===== config.mk =====
export PLATFORM = sky130hd
export DESIGN_NAME = alu_seq
export DESIGN_NICKNAME = d
export VERILOG_FILES = /design/src/rtl/alu_seq.sv
export SDC_FILE = /design/constraint.sdc
export NUM_CORES = 1
export LEC_CHECK = 0
export CAP_MARGIN = 25
export CORE_AREA = 2 2 101 103
export CTS_CLUSTER_DIAMETER = 150
export DETAILED_ROUTE_END_ITERATION = 7
export DIE_AREA = 0 0 103 105
export MAX_ROUTING_LAYER = met4
export PLACE_DENSITY = 0.68
export SLEW_MARGIN = 10
export SYNTH_ARGS = -nofsm -noshare
export SYNTH_HDL_FRONTEND = slang
export SYNTH_SLANG_ARGS = --single-unit

===== constraint.sdc =====
create_clock -name clk -period 4.68 [get_ports clk]
set_input_delay 0.936 -clock clk [delete_from_list [all_inputs] [get_ports clk]]
set_output_delay 0.936 -clock clk [all_outputs]
set_load 0.02 [all_outputs]

===== src/rtl/alu_seq.sv =====
// ============================================================================
// alu_seq : sequential ALU, single-cycle logic/add/sub, shift-add multiply
// Revision 1.0
// ============================================================================
`default_nettype none

module alu_seq #(
  parameter int WIDTH = 8
) (
  input  logic             clk,
  input  logic             rst,
  input  logic             start,
  input  logic [2:0]       op,
  input  logic [WIDTH-1:0] x,
  input  logic [WIDTH-1:0] y,
  output logic             busy,
  output logic             done,
  output logic [WIDTH-1:0] result,
  output logic             carry,
  output logic             zero
);

  localparam int CW = $clog2(WIDTH);

  typedef enum logic [1:0] {
    IDLE = 2'd0,
    EXEC = 2'd1,
    MUL  = 2'd2
  } state_t;

  state_t               state_q;
  logic [2:0]           op_q;
  logic [WIDTH-1:0]     x_q;
  logic [WIDTH-1:0]     y_q;
  logic [2*WIDTH-1:0]   mcand_q;
  logic [2*WIDTH-1:0]   acc_q;
  logic [CW-1:0]        cnt_q;

  logic [WIDTH:0]       alu_d;
  logic [2*WIDTH-1:0]   acc_d;

  // Bit WIDTH of alu_d carries the add carry-out or the subtract borrow.
  always_comb begin
    alu_d = '0;
    case (op_q)
      3'b000:  alu_d = {1'b0, x_q & y_q};
      3'b001:  alu_d = {1'b0, x_q | y_q};
      3'b010:  alu_d = {1'b0, x_q ^ y_q};
      3'b011:  alu_d = {1'b0, ~(x_q & y_q)};
      3'b100:  alu_d = {1'b0, x_q} + {1'b0, y_q};
      3'b101:  alu_d = {1'b0, x_q} - {1'b0, y_q};
      3'b111:  alu_d = {1'b0, ~(x_q | y_q)};
      default: alu_d = '0;
    endcase
  end

  // y_q doubles as the multiplier shift register while in MUL.
  always_comb begin
    acc_d = acc_q + (y_q[0] ? mcand_q : '0);
  end

  always_ff @(posedge clk) begin
    if (rst) begin
      state_q <= IDLE;
      op_q    <= '0;
      x_q     <= '0;
      y_q     <= '0;
      mcand_q <= '0;
      acc_q   <= '0;
      cnt_q   <= '0;
      busy    <= 1'b0;
      done    <= 1'b0;
      result  <= '0;
      carry   <= 1'b0;
      zero    <= 1'b0;
    end else begin
      done <= 1'b0;
      case (state_q)
        IDLE: begin
          if (start) begin
            op_q    <= op;
            x_q     <= x;
            y_q     <= y;
            mcand_q <= {{WIDTH{1'b0}}, x};
            acc_q   <= '0;
            cnt_q   <= '0;
            busy    <= 1'b1;
            state_q <= (op == 3'b110) ? MUL : EXEC;
          end
        end
        EXEC: begin
          result  <= alu_d[WIDTH-1:0];
          carry   <= alu_d[WIDTH];
          zero    <= (alu_d[WIDTH-1:0] == '0);
          done    <= 1'b1;
          busy    <= 1'b0;
          state_q <= IDLE;
        end
        MUL: begin
          acc_q   <= acc_d;
          mcand_q <= mcand_q << 1;
          y_q     <= y_q >> 1;
          cnt_q   <= cnt_q + 1'b1;
          if (cnt_q == CW'(WIDTH - 1)) begin
            result  <= acc_d[WIDTH-1:0];
            carry   <= |acc_d[2*WIDTH-1:WIDTH];
            zero    <= (acc_d[WIDTH-1:0] == '0);
            done    <= 1'b1;
            busy    <= 1'b0;
            state_q <= IDLE;
          end
        end
        default: begin
          busy    <= 1'b0;
          state_q <= IDLE;
        end
      endcase
    end
  end

endmodule

`default_nettype wire

After elaboration in Yosys (flattened, before gate mapping) --
Cells that the tools add are included. Widths: inputs -> output; s select.
Cells by class: add/subtract/negate cells 4, eq/ne operators 12, muxes and demuxes 25, bitwise operators 5, reductions and logical operators 11
Operators by type and width (count):
- $pmux 16 s2 | 2
- $pmux 9 s7 | 1
- $mux 16 | 3
- $pmux 8 s2 | 2
- $add 16x16->16 | 1
- $logic_not 8->1 | 2
- $mux 8 | 2
- $not 8->8 | 2
- $eq 3x3->1 const B | 5
- $add 8x8->9 | 1
- $sub 8x8->9 | 1
- $and 8x8->8 | 1
- $or 8x8->8 | 1
- $pmux 1 s2 | 4
- $reduce_and 2->1 | 4
- $reduce_or 8->1 | 1
- $xor 8x8->8 | 1
- $eq 3x2->1 const B | 2
- $mux 2 | 3
- $pmux 3 s2 | 1
- $mux 1 | 5
- $ne 2x2->1 const B | 2
- $pmux 2 s2 | 1
- $reduce_bool 2->1 | 2
- other kinds (7) | 7
Storage, ports and cells: bits in registers 68, bits of input ports 22, output and inout port bits 12, word-level logic and storage cells 69

Depth between registers and ports, before layout --
Gate-level depths: netlist (run 1).
word-level depth 5, mapped depth 16, mapped depth without buffers 14

Least setup slack after synthesis (run 1) --
Ideal clock, no wire load.
path kind reg-to-reg, from register y_q[0], to register result[6], setup time 70 ps, arrival 3135 ps, data required time 4610 ps, slack 1474 ps, cell stages (with the launch flop) 16, buffers on the path 2, clock period less this slack 3206 ps, cell sequence dfxtp_1 -> clkbuf_1 -> clkbuf_1 -> inv_1 -> ha_1 -> nand2_1 -> o21ai_0 -> fa_1 -> nand2b_1 -> a21boi_1 -> o211ai_1 -> and4_1 -> o31ai_1 -> nor2_1 -> or3_1 -> a21oi_1
Between the ends: word-level cells in the longest chain between the ends 4, elaborated cells between the ends (all ways) 7, those cells by class add/sub: 3; mux: 4
Ends and longest elaborated chain:
- from (decl) | line 34 | logic [WIDTH-1:0] y_q;
- from (signal assigned) | line 83 | y_q <= y;
- from (signal assigned) | line 102 | y_q <= y_q >> 1;
- $mux 16 | line 59 | acc_d = acc_q + (y_q[0] ? mcand_q : '0);
- $add 16x16->16 | line 59
- $mux 8 | line 104 | if (cnt_q == CW'(WIDTH - 1)) begin
- $pmux 8 s2 * | line 78 | case (state_q)
- to (signal assigned) | line 92 | result <= alu_d[WIDTH-1:0];
- to (signal assigned) | line 105 | result <= acc_d[WIDTH-1:0];
- to (decl) | line 18 | output logic [WIDTH-1:0] result,
Every way passes the cells marked *; elsewhere a longest branch is shown, timed or not. The select of a mux whose other input is x is not followed. A chain may end at the register's enable or synchronous reset.

Worst setup path after layout (run 1) --
from register op_q[2], to register result[6]
Between the ends: word-level cells in the longest chain between the ends 3, elaborated cells between the ends (all ways) 9, those cells by class eq/ne: 6; mux: 2; reduce/logical: 1
Ends and longest elaborated chain:
- from (decl) | line 32 | logic [2:0] op_q;
- from (signal assigned) | line 81 | op_q <= op;
- $eq 3x3->1, or another cell as far along | line 45 | case (op_q)
- $pmux 9 s7 * | line 45
- $pmux 8 s2 * | line 78
Every way passes the cells marked *; elsewhere a longest branch is shown, timed or not.

==> key figures, run 1 <==
Die
  • Boundary Pins: 34
  • Core Area: between 0.009 and 0.01 mm^2
  • # rows: 36
  • Die Wd: a little over 100 um
  • Die height: approximately 110 um
  • Starting Density: 49.1%
  • Die Area: between 0.01 and 0.015 mm^2

Place
  • Gp weighted congestion: between 0.9 and 1
  • Port bufs: 33
  • Post-DP Area: about 0.005 mm^2
  • DP HPWL: approximately 8600 um

STA
  • RSZ-0062 raised after global routing: no
  • Hold Fails Final Rpt: 0
  • Tcrit/Tclk final: about 77%
  • Setup violations, final: 0
  • Slew at the pin with the worst max-slew slack: ~0.9 ns
  • Clk_skew: ~0.012 ns
  • Highest Clock Rate: between 200 and 300 MHz
  • Sum Neg Setup Slack: 0 ns
  • Max transition margin: a little under two fifths
  • Final Max Tran Viols: 0
  • Final Critical Period: 3.61 ns

Finish
  • Area of the multi-input gates: between 0.003 and 0.004 mm^2
  • Final Cell Area: 0.00534 mm^2
  • Proportion of layout cells with a drive suffix above 1: ~5.6%
  • Layout area overhead: 12.6%
  • Nets: 675
  • # fillers: 955
  • N_diodes: 0
  • Reg area: ~0.0014 mm^2

Route
  • Post-route DRC: 0
  • Drt initial violations: ~210
  • Routed wire per std cell: roughly 16 um
  • Drt via density: between 5 and 6
  • Pre-antenna DRT Iters: 5
  • Final wirelength: about 12,000 um
  • Vias: around 4,300
  • Post-route ant nets: 0

Setup path
  • CP required: roughly 5.0 ns
  • Critical Path Start Type: register
  • Worst endpoint data arrival time: about 3.9 ns
  • CP endpoint kind: register
  • Critical setup path kind: register to register
  • Worst Path Max Fanout: 17

Pwr
  • Clock power share: 31.2%
  • Cell-internal power: approximately 0.001 W
  • Sw Ratio: roughly a third
  • VDD IR max: roughly 160 uV
  • Combinational fraction of design power: around 25%
  • Seq pwr share: between 40 and 50%
  • Pwr Density: ~270 mW/mm^2
  • P_sw: 0.000483 W
  • Static leakage: between 2 and 2.5 nW

Synthesis
  • Number of flops mapped to enable cells by yosys: 0
  • Syn Area/Cell: 8.03 um^2
  • Main combinational cell family by area after synthesis: compound AO/OA/AOI/OAI gates
  • Post-synth top area share: about 29%
  • Mapped cell area: roughly 0.0047 mm^2
  • Mux cell area share after synthesis: around 7.1%
  • Synth cell types: between 60 and 70
  • Synth warnings: 0
  • Post-Syn Instances: a little under 600
  • Post-synth ARST share: 0%
  • Synth Register Bits: 68
  • Sequential-to-total area share from yosys stat: between 20 and 30%
  • Net Count, Synth: ~660
  • Top post-synthesis cells by area: dfxtp_1 (29%), ha_1 (12%), nor2_1 (6.3%)
  • Post-Synth XOR/XNOR Area: 3.88%
  • Ys flop type: dfxtp_1
  • Synth Area in Compound Gates: 21.9%
  • Post-Synth Simple-Gate Area: between 20% and 30%
  • Adder-Cell Fraction of Synth Area: approximately an eighth
  • Most area-hungry cell type in the Yosys netlist: dfxtp_1

Clocking
  • CTS Buf Count: 9
  • Clk sinks: roughly 70
  • Post-CTS setup buffers: 0
  • CTS tree: yes
  • CTS H-tree lvls: 3
  • Post_cts resized: 0
  • Root Buffer: clkbuf_8
  • Clock Latency Late Sink: ~0.35 ns
  • Clock Pin Slew Worst Setup and Hold Paths: about 0.08 ns
  • Hold buffer count at cts: 0
  • CTS max path bufs: 2

Global route
  • Initial antenna violation count: 0
  • Largest net degree at the start of global routing: 45
  • Total track usage: around 23%
  • GR Overflow Total: 0
  • Vias in the first global route: between 3,000 and 4,000
  • First-pass GRT wire length: about 19,000 um

Min path
  • Worst Hold Class: register to register

Run status
  • Outcome: completed

Flow run
  • Max-cap violations: 0
flip-flops by register name, indices dropped and copies added, names as in the netlist, 2 cells and up:
| name | flops |
|---|---|
| acc_q | 16 |
| cnt_q | 3 |
| mcand_q | 16 |
| op_q | 3 |
| result | 8 |
| state_q | 2 |
| x_q | 8 |
| y_q | 8 |
layout by cell type, fill, tap and decap left out, types with 8 or more instances in the layout:
cell type         n
o21ai_1           9
xnor2_1          17
dfxtp_1          68
a211oi_1         18
nor2_1           80
mux2i_1          29
nor3_1           12
a31oi_1           8
nand2_1          52
and2_1           18
nor2b_1           8
inv_1            26
clkbuf_8         10
nand2b_1         11
a22oi_1          24
ha_1             45
clkdlybuf4s50_1  32
a21oi_1          39
cell families after synthesis:
logic type | count (synthesis)
AO/OA/AOI/OAI | 151
XOR/XNOR | 21
adder cells (fa/ha/maj) | 47
buffers and inverters | 62
flip-flops | 68
multiplexers | 33
AND/OR/NAND/NOR | 208
critical path: stages (launching register included):
cell	delay, ns
dfxtp_1	0.67
nor2b_1	0.40
nand2_1	0.18
nand2_1	0.10
o21ai_0	0.14
fa_1	0.46
nand2b_1	0.19
a21boi_1	0.20
o211ai_1	0.14
and4_1	0.23
o31ai_1	0.28
nor2_1	0.06
or3_1	0.35
a21oi_1	0.13
metrics by stage:
stage | setup WS [ns] | instances | utilization [%] | hold WS, ns | power (W)
floorplan | 1.47 | 590 | - | 0.441 | 0.000901
global placement | 1.28 | 727 | 53.3 | 0.447 | 0.00100
detailed placement | 1.19 | 727 | 53.3 | 0.450 | 0.00101
CTS | 1.13 | 743 | 55.2 | 0.460 | 0.00146
global route | 0.806 | 744 | 55.3 | 0.475 | 0.00154
finish | 1.07 | 744 | 55.3 | 0.456 | 0.00146
final timing paths:
kind	slack, ns	endpoint	cells past startpoint	startpoint
max	1.07	result[6]$_SDFFE_PP0P_	13	op_q[2]$_SDFFE_PP0P_
min	0.46	result[7]$_SDFFE_PP0P_	2	result[7]$_SDFFE_PP0P_
max reg2reg	1.07	result[6]$_SDFFE_PP0P_	13	op_q[2]$_SDFFE_PP0P_
min reg2reg	0.46	result[7]$_SDFFE_PP0P_	2	result[7]$_SDFFE_PP0P_
power by group through the flow:
stage | Combinational, W | Sequential (W) | Clock, W
2_1_floorplan | 0.000260 | 0.000641 | 0
5_1_grt | 0.000403 | 0.000642 | 0.000495
3_5_place_dp | 0.000356 | 0.000650 | 0
4_1_cts | 0.000359 | 0.000637 | 0.000465
6_report | 0.000363 | 0.000638 | 0.000454
3_3_place_gp | 0.000351 | 0.000650 | 0
per-layer routing:
metal / global-route usage, % / wire length (um) / vias up
met2: 34.2 / 5240 / 124
met5: - / 0 / -
li1: - / - / 2133
met3: 4.62 / 683 / 9
met1: 33.1 / 5730 / 1993
met4: 4.32 / 86 / 0
Yosys cell counts, drive strengths merged, types with 2 or more instances:
master	instances
buf	8
o2bb2a	2
nand3	6
nor2	80
xor2	4
nand2	52
nor2b	8
a2bb2oi	2
a22oi	24
mux2	4
mux2i	29
nor3	12
inv	27
nand3b	2
xnor2	17
or3	2
and2	18
a21oi	40
ha	45
o21ai	18
a21boi	4
fa	2
a221oi	2
nor4	3
o22ai	2
dfxtp	68
nand2b	11
a211o	2
or4	2
nand4	4
nor3b	4
o21a	6
a211oi	19
a31oi	9
o31ai	4
o211ai	4
a21o	5
clkbuf	27
cell type report:
class / count / share of cell area, %
Tap cell: 133 / 3.12
Clock inverter: 6 / 0.868
Inverter: 27 / 1.90
Clock buffer: 10 / 2.58
Timing Repair Buffer: 40 / 7.22
Sequential cell: 68 / 25.5
Multi-Input combinational cell: 460 / 58.8
Power figures use the tool's default switching activity.
==> run 2, diff against run 1 <==
- clock period: 4.68 -> 3.8 ns (I/O delays scaled with it)
==> key figures, run 2 (synthesized netlist as in run 1, its figures left out) <==
Run status
  • Outcome: completed

STA
  • Final Max Tran Viols: 0 (unchanged)
  • Clk_skew: 0.0124 ns (+0.000606 ns)
  • Max transition margin: 41.5% (+3.1 points)
  • Tcrit/Tclk final: 83.1% (+6.0 points)
  • Sum Neg Setup Slack: 0 ns (unchanged)
  • RSZ-0062 raised after global routing: no
  • Final Critical Period: 3.16 ns (-0.452 ns)
  • Slew at the pin with the worst max-slew slack: 0.876 ns (-0.0481 ns)
  • Setup violations, final: 0 (unchanged)
  • Hold Fails Final Rpt: 0 (unchanged)
  • Highest Clock Rate: 317 MHz (+14%)
  • Final worst slack: 0.643 ns (-0.428 ns)

Min path
  • Hold path cells: 2 (unchanged)
  • Worst Hold Class: register to register
  • Worst Hold End: result[7]$_SDFFE_PP0P_
  • Hold Startpoint: result[7]$_SDFFE_PP0P_

Die
  • Boundary Pins: 34 (unchanged)
  • Core Area: 0.00964 mm^2 (unchanged)
  • # rows: 36 (unchanged)
  • Die height: 105 um (unchanged)
  • Die Wd: 103 um (unchanged)
  • Die Area: 0.0108 mm^2 (unchanged)
  • Starting Density: 49.1% (unchanged)

Route
  • Pre-antenna DRT Iters: 5 (unchanged)
  • Post-route ant nets: 0 (unchanged)
  • Drt via density: 5.58 (-2.6%)
  • Final wirelength: 11,600 um (-0.80%)
  • Post-route DRC: 0 (unchanged)
  • Vias: 4,159 (-2.3%)
  • Drt initial violations: 198 (-4.3%)
  • Routed wire per std cell: 15.6 um (-1.1%)

Pwr
  • Static leakage: 2.16 nW (+2.3%)
  • Pwr Density: 362 mW/mm^2 (+33%)
  • VDD IR max: 273 uV (+73%)
  • Power Total: 0.00196 W (+35%)

Finish
  • Commonest non-fill, non-tap cell in the layout: nor2_1
  • Largest registers in the final layout: acc_q: 16 flops, mcand_q: 16 flops
  • Layout area overhead: 14.3%
  • Proportion of layout cells with a drive suffix above 1: 5.87% (+0.31 points)
  • Final Cell Area: 0.00541 mm^2 (+1.5%)
  • N_diodes: 0 (unchanged)
  • Commonest non-fill, non-tap cells in the layout: nor2_1 (80), dfxtp_1 (68), nand2_1 (52), ha_1 (45), a21oi_1 (39)
  • Nets: 678 (+0.44%)

Clocking
  • Clk sinks: 68 (unchanged)
  • Clock Latency Late Sink: 0.35 ns (about the same)
  • Post_cts resized: 0 (unchanged)
  • CTS H-tree lvls: 3 (unchanged)
  • Root Buffer: clkbuf_8
  • Hold buffer count at cts: 0 (unchanged)
  • Clock Pin Slew Worst Setup and Hold Paths: 0.08 ns (about the same)
  • CTS max path bufs: 2 (unchanged)
  • CTS tree: yes
  • Post-CTS setup buffers: 0 (unchanged)
  • CTS Buf Count: 9 (unchanged)

Setup path
  • FF-to-FF setup slack: 0.64 ns (-0.43 ns)
  • Crit Reg-Reg Startpoint: op_q[2]$_SDFFE_PP0P_
  • Critical setup path kind: register to register
  • Worst r2r path cells: 13 (unchanged)
  • Worst Path Max Fanout: 5 (-12)
  • Worst endpoint data arrival time: 3.43 ns (-0.45 ns)
  • Capturing point of the worst reg2reg path: result[6]$_SDFFE_PP0P_
  • CP endpoint kind: register
  • CP required: 4.07 ns (-0.88 ns)
  • Critical Path Start Type: register

Global route
  • GR Overflow Total: 0 (unchanged)
  • Total track usage: 22.9% (-0.33 points)
  • Vias in the first global route: 3,920 (-0.53%)
  • Largest net degree at the start of global routing: 47 (+4.4%)
  • First-pass GRT wire length: 19,200 um (-1.3%)
  • Initial antenna violation count: 0 (unchanged)

Place
  • Gp weighted congestion: 0.919 (-2.5%)
  • Post-DP Area: 0.00516 mm^2 (+0.51%)
  • Dpl ws: 0.705 ns (-0.480 ns)
  • Port bufs: 33 (unchanged)
  • DP HPWL: 8840 um (+2.4%)

Flow run
  • Max-cap violations: 0 (unchanged)
==> run 2: cell count changes in the layout (fill, tap and decap cells not counted), sizes merged <==
cell      delta
bufinv       +3
clkbuf       -1
buf          +3
clkinvlp     -2
inv          -1
==> run 2: worst max-delay path: stages, from the launching register on <==
cell,delay [ns]
dfxtp_1,0.32
nor2b_1,0.34
nand2_1,0.19
nand2_1,0.10
o21ai_0,0.13
fa_1,0.45
nand2b_1,0.18
a21boi_1,0.19
o211ai_1,0.14
and4_1,0.22
o31ai_1,0.27
nor2_1,0.06
or3_1,0.35
a21oi_1,0.14
==> run 2: worst max-delay path by stage <==
stage | depth (start not counted) | from | slack (ns) | endpoint
after detailed placement | 13 | y_q[0]$_SDFFE_PP0P_ | 0.71 | result[6]$_SDFFE_PP0P_
after global routing | 13 | op_q[2]$_SDFFE_PP0P_ | 0.33 | result[6]$_SDFFE_PP0P_
final | 13 | op_q[2]$_SDFFE_PP0P_ | 0.64 | result[6]$_SDFFE_PP0P_
after CTS | 13 | y_q[0]$_SDFFE_PP0P_ | 0.65 | result[6]$_SDFFE_PP0P_
after floorplan | 15 | y_q[0]$_SDFFE_PP0P_ | 0.59 | result[6]$_SDFFE_PP0P_
after global placement | 13 | op_q[2]$_SDFFE_PP0P_ | 0.79 | result[6]$_SDFFE_PP0P_
==> run 2: metrics by stage <==
stage / utilization, % / hold WS [ns] / cells
after floorplan: - / 0.441 / 590
after global placement: 53.4 / 0.450 / 729
after detailed placement: 53.6 / 0.450 / 730
after CTS: 56.0 / 0.460 / 745
after global routing: 56.2 / 0.478 / 746
final: 56.2 / 0.458 / 746
==> run 2: layout make-up <==
| cell class | count | area [um^2] |
|---|---|---|
| Fill cell | 923 | 4230 |
| Multi-Input combinational cell | 460 | 3140 |
| Sequential cell | 68 | 1360 |
| Timing Repair Buffer | 43 | 412 |
| Tap cell | 133 | 166 |
| Clock buffer | 9 | 124 |
| Clock inverter | 6 | 113 |
| Inverter | 27 | 101 |
==> run 2: power breakdown <==
group	total, W	switching (W)	internal [W]
Combinational	0.000450	0.000252	0.000198
Sequential	0.000783	0.0000394	0.000743
Clock	0.000727	0.000292	0.000435
==> run 2: routing by layer <==
layer / wire (um) / GRT usage, %
met1: 6060 / 34.0
met2: 5070 / 32.7
met3: 448 / 4.08
met4: 65 / 3.95
met5: 0 / -
==> run 3, diff against run 2 <==
- PLACE_DENSITY: 0.68 -> 0.71
- clock period: 3.8 -> 2.6 ns (I/O delays scaled with it)
==> key figures, run 3 (synthesized netlist as in run 1, its figures left out) <==
Route
  • Drt via density: 5.70 (+2.2%)
  • Post-route DRC: 0 (unchanged)
  • Post-route ant nets: 0 (unchanged)
  • Final wirelength: 12,600 um (+8.3%)
  • Pre-antenna DRT Iters: 5 (unchanged)
  • Vias: 4,477 (+7.6%)
  • Drt initial violations: 218 (+10%)
  • Routed wire per std cell: 16.0 um (+2.8%)

Clocking
  • CTS Buf Count: 9 (unchanged)
  • Clk sinks: 68 (unchanged)
  • Root Buffer: clkbuf_8
  • Clock Latency Late Sink: 0.35 ns (about the same)
  • CTS H-tree lvls: 3 (unchanged)
  • CTS max path bufs: 2 (unchanged)
  • CTS tree: yes
  • Clock Pin Slew Worst Setup and Hold Paths: 0.08 ns (about the same)

Die
  • Die Wd: 103 um (unchanged)
  • Starting Density: 49.1% (unchanged)
  • Die Area: 0.0108 mm^2 (unchanged)
  • Boundary Pins: 34 (unchanged)
  • Core Area: 0.00964 mm^2 (unchanged)
  • Die height: 105 um (unchanged)
  • # rows: 36 (unchanged)

Global route
  • Total track usage: 24.5% (+1.6 points)
  • GR Overflow Total: 0 (unchanged)
  • Vias in the first global route: 4,292 (+9.5%)
  • Largest net degree at the start of global routing: 53 (+13%)
  • Initial antenna violation count: 0 (unchanged)
  • First-pass GRT wire length: 20,500 um (+6.7%)

Finish
  • Layout area overhead: 28.3%
  • Proportion of layout cells with a drive suffix above 1: 20.7% (+15 points)
  • N_diodes: 0 (unchanged)
  • Commonest non-fill, non-tap cells in the layout: nor2_1 (78), dfxtp_1 (63), nand2_1 (50), buf_4 (46), ha_1 (38)
  • Post-route insts no fill: 786 (+5.4%)
  • Largest registers in the final layout: acc_q: 16 flops, mcand_q: 16 flops
  • Nets: 717 (+5.8%)
  • Commonest non-fill, non-tap cell in the layout: nor2_1
  • # fillers: 853 (-7.6%)

STA
  • Final Max Tran Viols: 0 (unchanged)
  • Max transition margin: 47.0% (+5.6 points)
  • Hold Fails Final Rpt: 0 (unchanged)
  • Final worst slack: -0.0305 ns (-0.673 ns)
  • Setup violations, final: 3 (+3)
  • RSZ-0062 raised after global routing: yes
  • Highest Clock Rate: 380 MHz (+20%)
  • Clk_skew: 0.0111 ns (-0.00124 ns)
  • Slew at the pin with the worst max-slew slack: 0.795 ns (-0.0817 ns)
  • Final Critical Period: 2.63 ns (-0.527 ns)
  • Tcrit/Tclk final: 101% (+18 points)

Place
  • Dpl cells: 764 (+4.7%)
  • Dpl ws: -0.130 ns (-0.835 ns)
  • Port bufs: 33 (unchanged)
  • Gp weighted congestion: 0.924 (+0.53%)
  • DP HPWL: 9360 um (+5.8%)

Min path
  • Worst Hold Class: register to register
  • Hold path cells: 2 (unchanged)

Pwr
  • Power Total: 0.00309 W (+58%)
  • Static leakage: 2.44 nW (+13%)
  • VDD IR max: 293 uV (+7.2%)
  • Pwr Density: 508 mW/mm^2 (+40%)

Run status
  • Failing checks: negative setup slack
  • Outcome: finished, violations left

Setup path
  • Worst r2r path cells: 11 (-2)
  • Critical Path Start Type: register
  • Crit-path max cell delay: 0.50 ns (+0.05 ns)
  • CP required: 2.83 ns (-1.24 ns)
  • Critical setup path kind: register to register
  • Worst endpoint data arrival time: 2.86 ns (-0.57 ns)
  • CP endpoint kind: register
  • Worst Path Max Fanout: 4 (-1)
  • Worst path cell trace: buf_4 -> and2_4 -> ha_4 -> fa_2 -> a21o_1 -> nand4_1 -> a31oi_2 -> xor2_1 -> or4_4 -> nor4_4 -> a31oi_1
  • Critical-path cell with the highest stage delay: or4_4

Flow run
  • Max-cap violations: 0 (unchanged)
==> run 3: cell types whose count changed in the layout (fill, tap and decap cells not counted), moves of 4 or more <==
cell,change
o31ai_1,-4
ha_4,+6
inv_1,-4
ha_1,-7
dfxtp_1,-5
buf_4,+38
==> run 3: cell type report <==
type                    count  area, um^2  area share, %
well taps                 133         166           2.74
multi-input cells         460        3470           57.2
clock buffers              11         151           2.49
clock inverters             5         106           1.75
flip-flops and latches     68        1370           22.6
inverters                  27         104           1.71
repair buffers             82         704           11.6
==> run 3: final timing paths <==
check,slack [ns],endpoint,from
setup / recovery,-0.03,carry$_SDFFE_PP0P_,y_q[0]$_SDFFE_PP0P_
hold / removal,0.46,result[6]$_SDFFE_PP0P_,result[6]$_SDFFE_PP0P_
setup reg to reg,-0.03,carry$_SDFFE_PP0P_,y_q[0]$_SDFFE_PP0P_
hold reg to reg,0.46,result[6]$_SDFFE_PP0P_,result[6]$_SDFFE_PP0P_
==> run 3: critical path: cells and delay by family, from the launching register on <==
kind / cells / cell delay [ns]
XOR/XNOR: 1 / 0.17
flip-flops: 1 / 0.36
AND/OR/NAND/NOR: 4 / 0.93
AO/OA/AOI/OAI: 3 / 0.43
adder cells (fa/ha/maj): 2 / 0.50
buffers and inverters: 1 / 0.14
==> run 3: metal layers <==
layer	track usage, %	share of wire [%]
met5	-	0
met4	8.74	2.6
met3	4.35	5.5
met2	38.5	48
met1	31.4	44
==> run 3: power breakdown <==
| group | leakage, nW | switching (W) | internal, W |
|---|---|---|---|
| Clock | 0.126 | 0.000429 | 0.000693 |
| Combinational | 1.76 | 0.000439 | 0.000391 |
| Sequential | 0.556 | 0.0000496 | 0.00109 |
==> run 3: through the flow <==
| stage | TNS [ns] | hold WS [ns] | util (%) | area (um^2) |
|---|---|---|---|---|
| floorplan | -0.340 | 0.441 | - | 4850 |
| detailed placement | -0.540 | 0.458 | 57.2 | 5510 |
| CTS | -0.00616 | 0.469 | 60.6 | 5840 |
| global placement | -0.0749 | 0.447 | 57.0 | 5500 |
| global route | -0.818 | 0.485 | 63.1 | 6080 |
| finish | -0.0561 | 0.464 | 63.1 | 6080 |
==> run 3: repair_timing <==
action,in CTS,in global routing
setup buffers,3,3
endpoints found under the setup margin,6,9
endpoints found under the hold margin,0,0
gates resized for setup,10,50
hold buffers,0,0
pin swaps,12,21
==> RTL edit 1 (settings of run 2) <==
Remove the case item `3'b100` of the case on `op_q`.
--- a/src/rtl/alu_seq.sv
+++ b/src/rtl/alu_seq.sv
@@ -48,5 +48,4 @@
       3'b010:  alu_d = {1'b0, x_q ^ y_q};
       3'b011:  alu_d = {1'b0, ~(x_q & y_q)};
-      3'b100:  alu_d = {1'b0, x_q} + {1'b0, y_q};
       3'b101:  alu_d = {1'b0, x_q} - {1'b0, y_q};
       3'b111:  alu_d = {1'b0, ~(x_q | y_q)};
Behaviour: not the same (Yosys sat finds a counterexample within 4 cycles, from zero or initial values and one cycle with rst high).
==> RTL edit 1 against run 2 <==
Die area is the same. First-iteration DRC count grew 42%. Synthesized area shrank 2.5%. Count of clock-buffer cells in the layout grew 1. Sequential cell count is the same. Total power shrank 6.3%. Wire length shrank 3.8%. Core utilization shrank 1.7 points. Worst setup slack gained 0.10 ns. Final area shrank 3.0%. Combinational power shrank 21%. Sequential power is essentially flat. Critical path type unchanged. Largest power group unchanged. Highest routed layer unchanged.
==> RTL edit 1: results (changes against run 2) <==
Run status
  – Run status: completed

Synth
  – FFs w/ async S/R, synth: 0 (unchanged)
  – Top cells by area, synth: sky130_fd_sc_hd__dfxtp_1 (29%), sky130_fd_sc_hd__ha_1 (12%), sky130_fd_sc_hd__nor2_1 (5.6%), sky130_fd_sc_hd__a21oi_1 (4.9%), sky130_fd_sc_hd__nand2_1 (4.5%)
  – Multiplexer area fraction after synthesis: 0.06042 (-0.01037)
  – Library cells used by synthesis: 54 (-13%)
  – Average instance area after synthesis: 8.032 µm² (about the same)
  – EDFF count, synth: 0 (unchanged)
  – Post-synthesis compound-gate area fraction: 0.2292 (+0.009713)
  – Xor and xnor fraction of the mapped netlist area: 0.03603 (-0.002794)
  – Seq/Total Area, Yosys: 0.2948 (+0.007397)
  – Synth Area in Adders: 0.1279 (+0.0005675)
  – Net Count, Synth: 643 (-2.4%)
  – Synth cell count leaders: sky130_fd_sc_hd__nor2_1 (69), sky130_fd_sc_hd__dfxtp_1 (68), sky130_fd_sc_hd__nand2_1 (55), sky130_fd_sc_hd__a21oi_1 (45), sky130_fd_sc_hd__ha_1 (44)
  – Count of warnings emitted by yosys: 0 (unchanged)

Route
  – Drt wl/cell: 15.34 µm (-1.7%)
  – Post-detailed-routing wire length: 11.20 mm (-3.8%)
  – Detailed-router iteration count before antenna repair: 4 (-1)
  – Iteration-0 DRC count of the detailed router: 282 (+42%)
  – Vias/cell: 5.644 (+1.2%)

Placed design
  – Half-perimeter wire length after placement: 8.383 mm (-5.2%)
  – Setup Slack @ Placement: 0.7622 ns (+0.05678 ns)
  – Placed insts: 713 (-2.3%)
  – Final RePlAce weighted congestion: 0.9048 (-1.6%)

Worst setup path
  – Highest fanout seen on the critical path: 20 (+15)
  – Critical register-to-register path endpoint: carry
  – Reg2Reg Setup Slack: 0.74 ns (+0.10 ns)
  – Arrival @ worst endpoint: 3.30 ns (-0.13 ns)
  – Crit path kind: reg -> reg
  – Critical R2R Launch: y_q[0]
  – Cell with the biggest individual delay on the critical path: sky130_fd_sc_hd__dfxtp_1
  – R2R cell count: 10 (-3)
  – CP top delay family: compound AO/OA/AOI/OAI gates

Timing
  – Peak Freq: 327.1 MHz (+3.3%)
  – Final clock skew: 0.01413 ns (+0.001740 ns)
  – Slew @ Worst Pin: 0.8305 ns (-0.04583 ns)

Cells and area
  – Fraction of final layout cells sized beyond drive strength 1: 0.05695 (-0.001776)
  – NumNets Final: 660 (-2.7%)

Power
  – Static Leakage: 2.030 nW (-6.1%)
  – Switching portion of total power: 0.2967 (-0.001357)
  – Sequential share of power: 0.427 (+0.028)
  – Max IR drop VDD: 0.0002467 V (-9.8%)

Worst hold path
  – Worst Hold Launch: result[0]
  – Worst min path class: reg -> reg
  – Worst Hold Endpoint: result[0]

Clocking
  – CTS H-tree lvls: 3 (unchanged)
  – Maximum buffer depth of the clock tree: 2 (unchanged)

Global routing
  – First-pass GRT wire length: 18.37 mm (-4.2%)
  – Pin count of the biggest net entering global routing: 51 (+8.5%)
  – Total routing resource utilization after global routing: 0.2209 (-0.007894)
  – Vias in the first global route: 3,744 (-4.5%)
==> RTL edit 1: cell count changes after synthesis, moves of 7 or more <==
cell / run 2 / this run
sky130_fd_sc_hd__a211oi_1: 18 / 27
sky130_fd_sc_hd__nor2_1: 80 / 69
sky130_fd_sc_hd__o21ai_1: 10 / 2
sky130_fd_sc_hd__mux2i_1: 29 / 20
sky130_fd_sc_hd__nor3_1: 12 / 5
sky130_fd_sc_hd__o21ai_0: 7 / 23
==> RTL edit 1: final cells by class <==
type / count / area (µm²)
clock inverter: 6 / 95.09
clock buffer: 10 / 137.6
multi-input combinational: 445 / 3007
inverter: 29 / 108.9
timing repair buffer: 39 / 377.9
sequential: 68 / 1361
fill: 952 / 4385
tap: 133 / 166.4
==> RTL edit 1: how the worst max path moves through the flow <==
stage,cells past startpoint,end
after floorplan,10,carry
after global placement,10,carry
after detailed placement,10,carry
after CTS,10,carry
after global routing,10,carry
final,10,carry
==> RTL edit 1: stage by stage <==
| stage | area (µm²) | power [mW] | hold WS [ns] |
|---|---|---|---|
| 2_1_floorplan | 4618 | 1.046 | 0.4406 |
| 3_3_place_gp | 5006 | 1.141 | 0.4434 |
| 3_5_place_dp | 5006 | 1.152 | 0.4465 |
| 4_1_cts | 5239 | 1.846 | 0.4559 |
| 5_1_grt | 5254 | 1.929 | 0.4710 |
| 6_report | 5254 | 1.836 | 0.4554 |
==> RTL edit 1: per-layer routing <==
| layer | share of wire | up-vias | track usage |
|---|---|---|---|
| met1 | 0.51 | 1931 | 0.3200 |
| met2 | 0.44 | 87 | 0.3145 |
| met5 | 0 | - | - |
| met3 | 0.039 | 15 | 0.03746 |
| li1 | - | 2087 | - |
| met4 | 0.013 | 0 | 0.06391 |
==> RTL edit 1: cell families (layout without fill, tap and decap cells) <==
| group | after synthesis | in the layout |
|---|---|---|
| and+or+nand+nor | 192 | 192 |
| muxes | 27 | 27 |
| adders and majority gates | 46 | 46 |
| buffers and inverters | 62 | 84 |
| AOI/OAI and AO/OA | 161 | 161 |
| xor gates and xnor gates | 19 | 19 |
| DFF | 68 | 68 |
==> RTL edit 1: power by group through the flow <==
stage                     sequential (mW)  combinational, mW  clock (mW)
after CTS                           0.788              0.349       0.710
after detailed placement            0.804              0.347           0
after floorplan                     0.790              0.256           0
after global placement              0.803              0.338           0
after global routing                0.791              0.395       0.744
final                               0.784              0.355       0.697
==> RTL edit 1: worst reg2reg max path: cells and delay by family, from the launching register on <==
family                     cells  cell delay (ns)
AOI/OAI and AO/OA              5             1.10
xor gates and xnor gates       1             0.21
and+or+nand+nor                2             0.52
DFF                            1             0.46
adders and majority gates      2             0.63
==> RTL edit 2 (settings of run 2) <==
Without the edit above. Set the parameter `WIDTH` to 4 (it was 8).
--- a/src/rtl/alu_seq.sv
+++ b/src/rtl/alu_seq.sv
@@ -6,5 +6,5 @@
 
 module alu_seq #(
-  parameter int WIDTH = 8
+  parameter int WIDTH = 4
 ) (
   input  logic             clk,
Ports: changed (resized result, x and y); port bits go from 34 to 22. The function was not compared with the original's and may differ.
==> RTL edit 2 against run 2 <==
Sequential cell count shrank 29. Clock skew fell by 0.010 ns. Global-route usage shrank 11 points. Final area is 47% lower. Largest power group unchanged. Critical endpoint is now carry. Synthesized area is 47% lower. Total power is 52% lower. Wire length shrank 50%. Worst setup slack improved by 0.35 ns.
==> RTL edit 2: results (changes against run 2) <==
Run status
  – Run status: completed

Global routing
  – First-pass GRT wire length: 9.956 mm (-48%)
  – Pin count of the biggest net entering global routing: 22 (-53%)

Timing
  – Final clock skew: 0.001911 ns (-0.01047 ns)

Worst setup path
  – Reg2Reg Setup Slack: 0.99 ns (+0.35 ns)
  – CP top delay family: compound AO/OA/AOI/OAI gates
  – Arrival @ worst endpoint: 2.98 ns (-0.45 ns)
  – Highest fanout seen on the critical path: 12 (+7)
  – Maximum single-stage delay on the critical path: 0.52 ns (+0.07 ns)
  – Cell with the biggest individual delay on the critical path: sky130_fd_sc_hd__dfxtp_1

Cells and area
  – Area of combinational cells with multiple inputs: 1578 µm² (-50%)
  – Layout multi-input combinational cell count: 230 (-50%)
  – Fillers: 1,037 (+12%)
  – Clock buf count: 7 (-2)
  – Nonclk buf count: 24 (-44%)
  – Non-clock buffer share of cell area: 0.08048 (+0.004450)
  – Non-clock inverter instance count of the final layout: 14 (-48%)
  – Clock buf/inv share: 0.02813 (-0.01555)
  – NumNets Final: 354 (-48%)

Clocking
  – CTS H-tree lvls: 2 (-1)
  – Source-to-sink clock delay at the later pin of the worst-skew pair: 0.29 ns (-0.06 ns)
  – Clock buffer count from CTS: 5 (-4)

Power
  – Max IR drop VDD: 0.0001181 V (-57%)
  – Sequential cell power: 454 µW (-42%)
  – Static Leakage: 1.109 nW (-49%)
  – Switching Power: 283.1 µW (-52%)
  – Power per standard cell area: 324.3 nW/µm² (-10%)

Route
  – Post-detailed-routing wire length: 5.838 mm (-50%)
  – Iteration-0 DRC count of the detailed router: 136 (-31%)
  – Detailed-router iteration count before antenna repair: 4 (-1)

Synth
  – Top cells by area, synth: sky130_fd_sc_hd__dfxtp_1 (31%), sky130_fd_sc_hd__ha_1 (12%), sky130_fd_sc_hd__mux2i_1 (5.2%), sky130_fd_sc_hd__nor2_1 (5.1%), sky130_fd_sc_hd__nand2_1 (4.4%)
  – Library cells used by synthesis: 47 (-24%)
  – Multiplexer area fraction after synthesis: 0.06137 (-0.009419)
  – Synth cell count leaders: sky130_fd_sc_hd__dfxtp_1 (39), sky130_fd_sc_hd__nor2_1 (34), sky130_fd_sc_hd__nand2_1 (29), sky130_fd_sc_hd__ha_1 (24), sky130_fd_sc_hd__a21oi_1 (20)
  – Post-synthesis compound-gate area fraction: 0.2002 (-0.01929)
  – Synth Area in Adders: 0.1368 (+0.009510)
  – Seq/Total Area, Yosys: 0.3139 (+0.02651)
  – Net Count, Synth: 340 (-48%)

Placed design
  – Area after detailed placement: 2810 µm² (-46%)
  – Quantity of I/O buffers inserted on ports: 21 (-36%)
  – Half-perimeter wire length after placement: 4.479 mm (-49%)
  – Final RePlAce weighted congestion: 0.8466 (-7.9%)
-- RTL edit 2: worst min-delay path by stage --
stage                     cells past startpoint        end  slack, ns      start
after floorplan                               2   acc_q[6]       0.44   acc_q[6]
after detailed placement                      2  result[2]       0.45  result[2]
after global routing                          2  result[2]       0.47  result[2]
after global placement                        2  result[0]       0.45  result[0]
final                                         2  result[2]       0.46  result[2]
after CTS                                     2  result[2]       0.46  result[2]
-- RTL edit 2: per-stage QoR --
stage                     hold WS (ns)  setup slack, ns  cells  utilization
after floorplan                 0.4406            1.186    300            -
after global placement          0.4467            1.066    439       0.2908
after detailed placement        0.4518           0.9889    440       0.2915
after CTS                       0.4628           0.9830    448       0.3000
after global routing            0.4734           0.7178    448       0.3000
final                           0.4597           0.9885    448       0.3000
-- RTL edit 2: layer usage --
metal | global-route usage | wire length (µm) | vias to the layer above
met2 | 0.1851 | 2762 | 50
met1 | 0.1508 | 2762 | 968
met3 | 0.02140 | 235 | 6
li1 | - | - | 1091
met5 | - | 0 | -
met4 | 0.04605 | 78 | 0
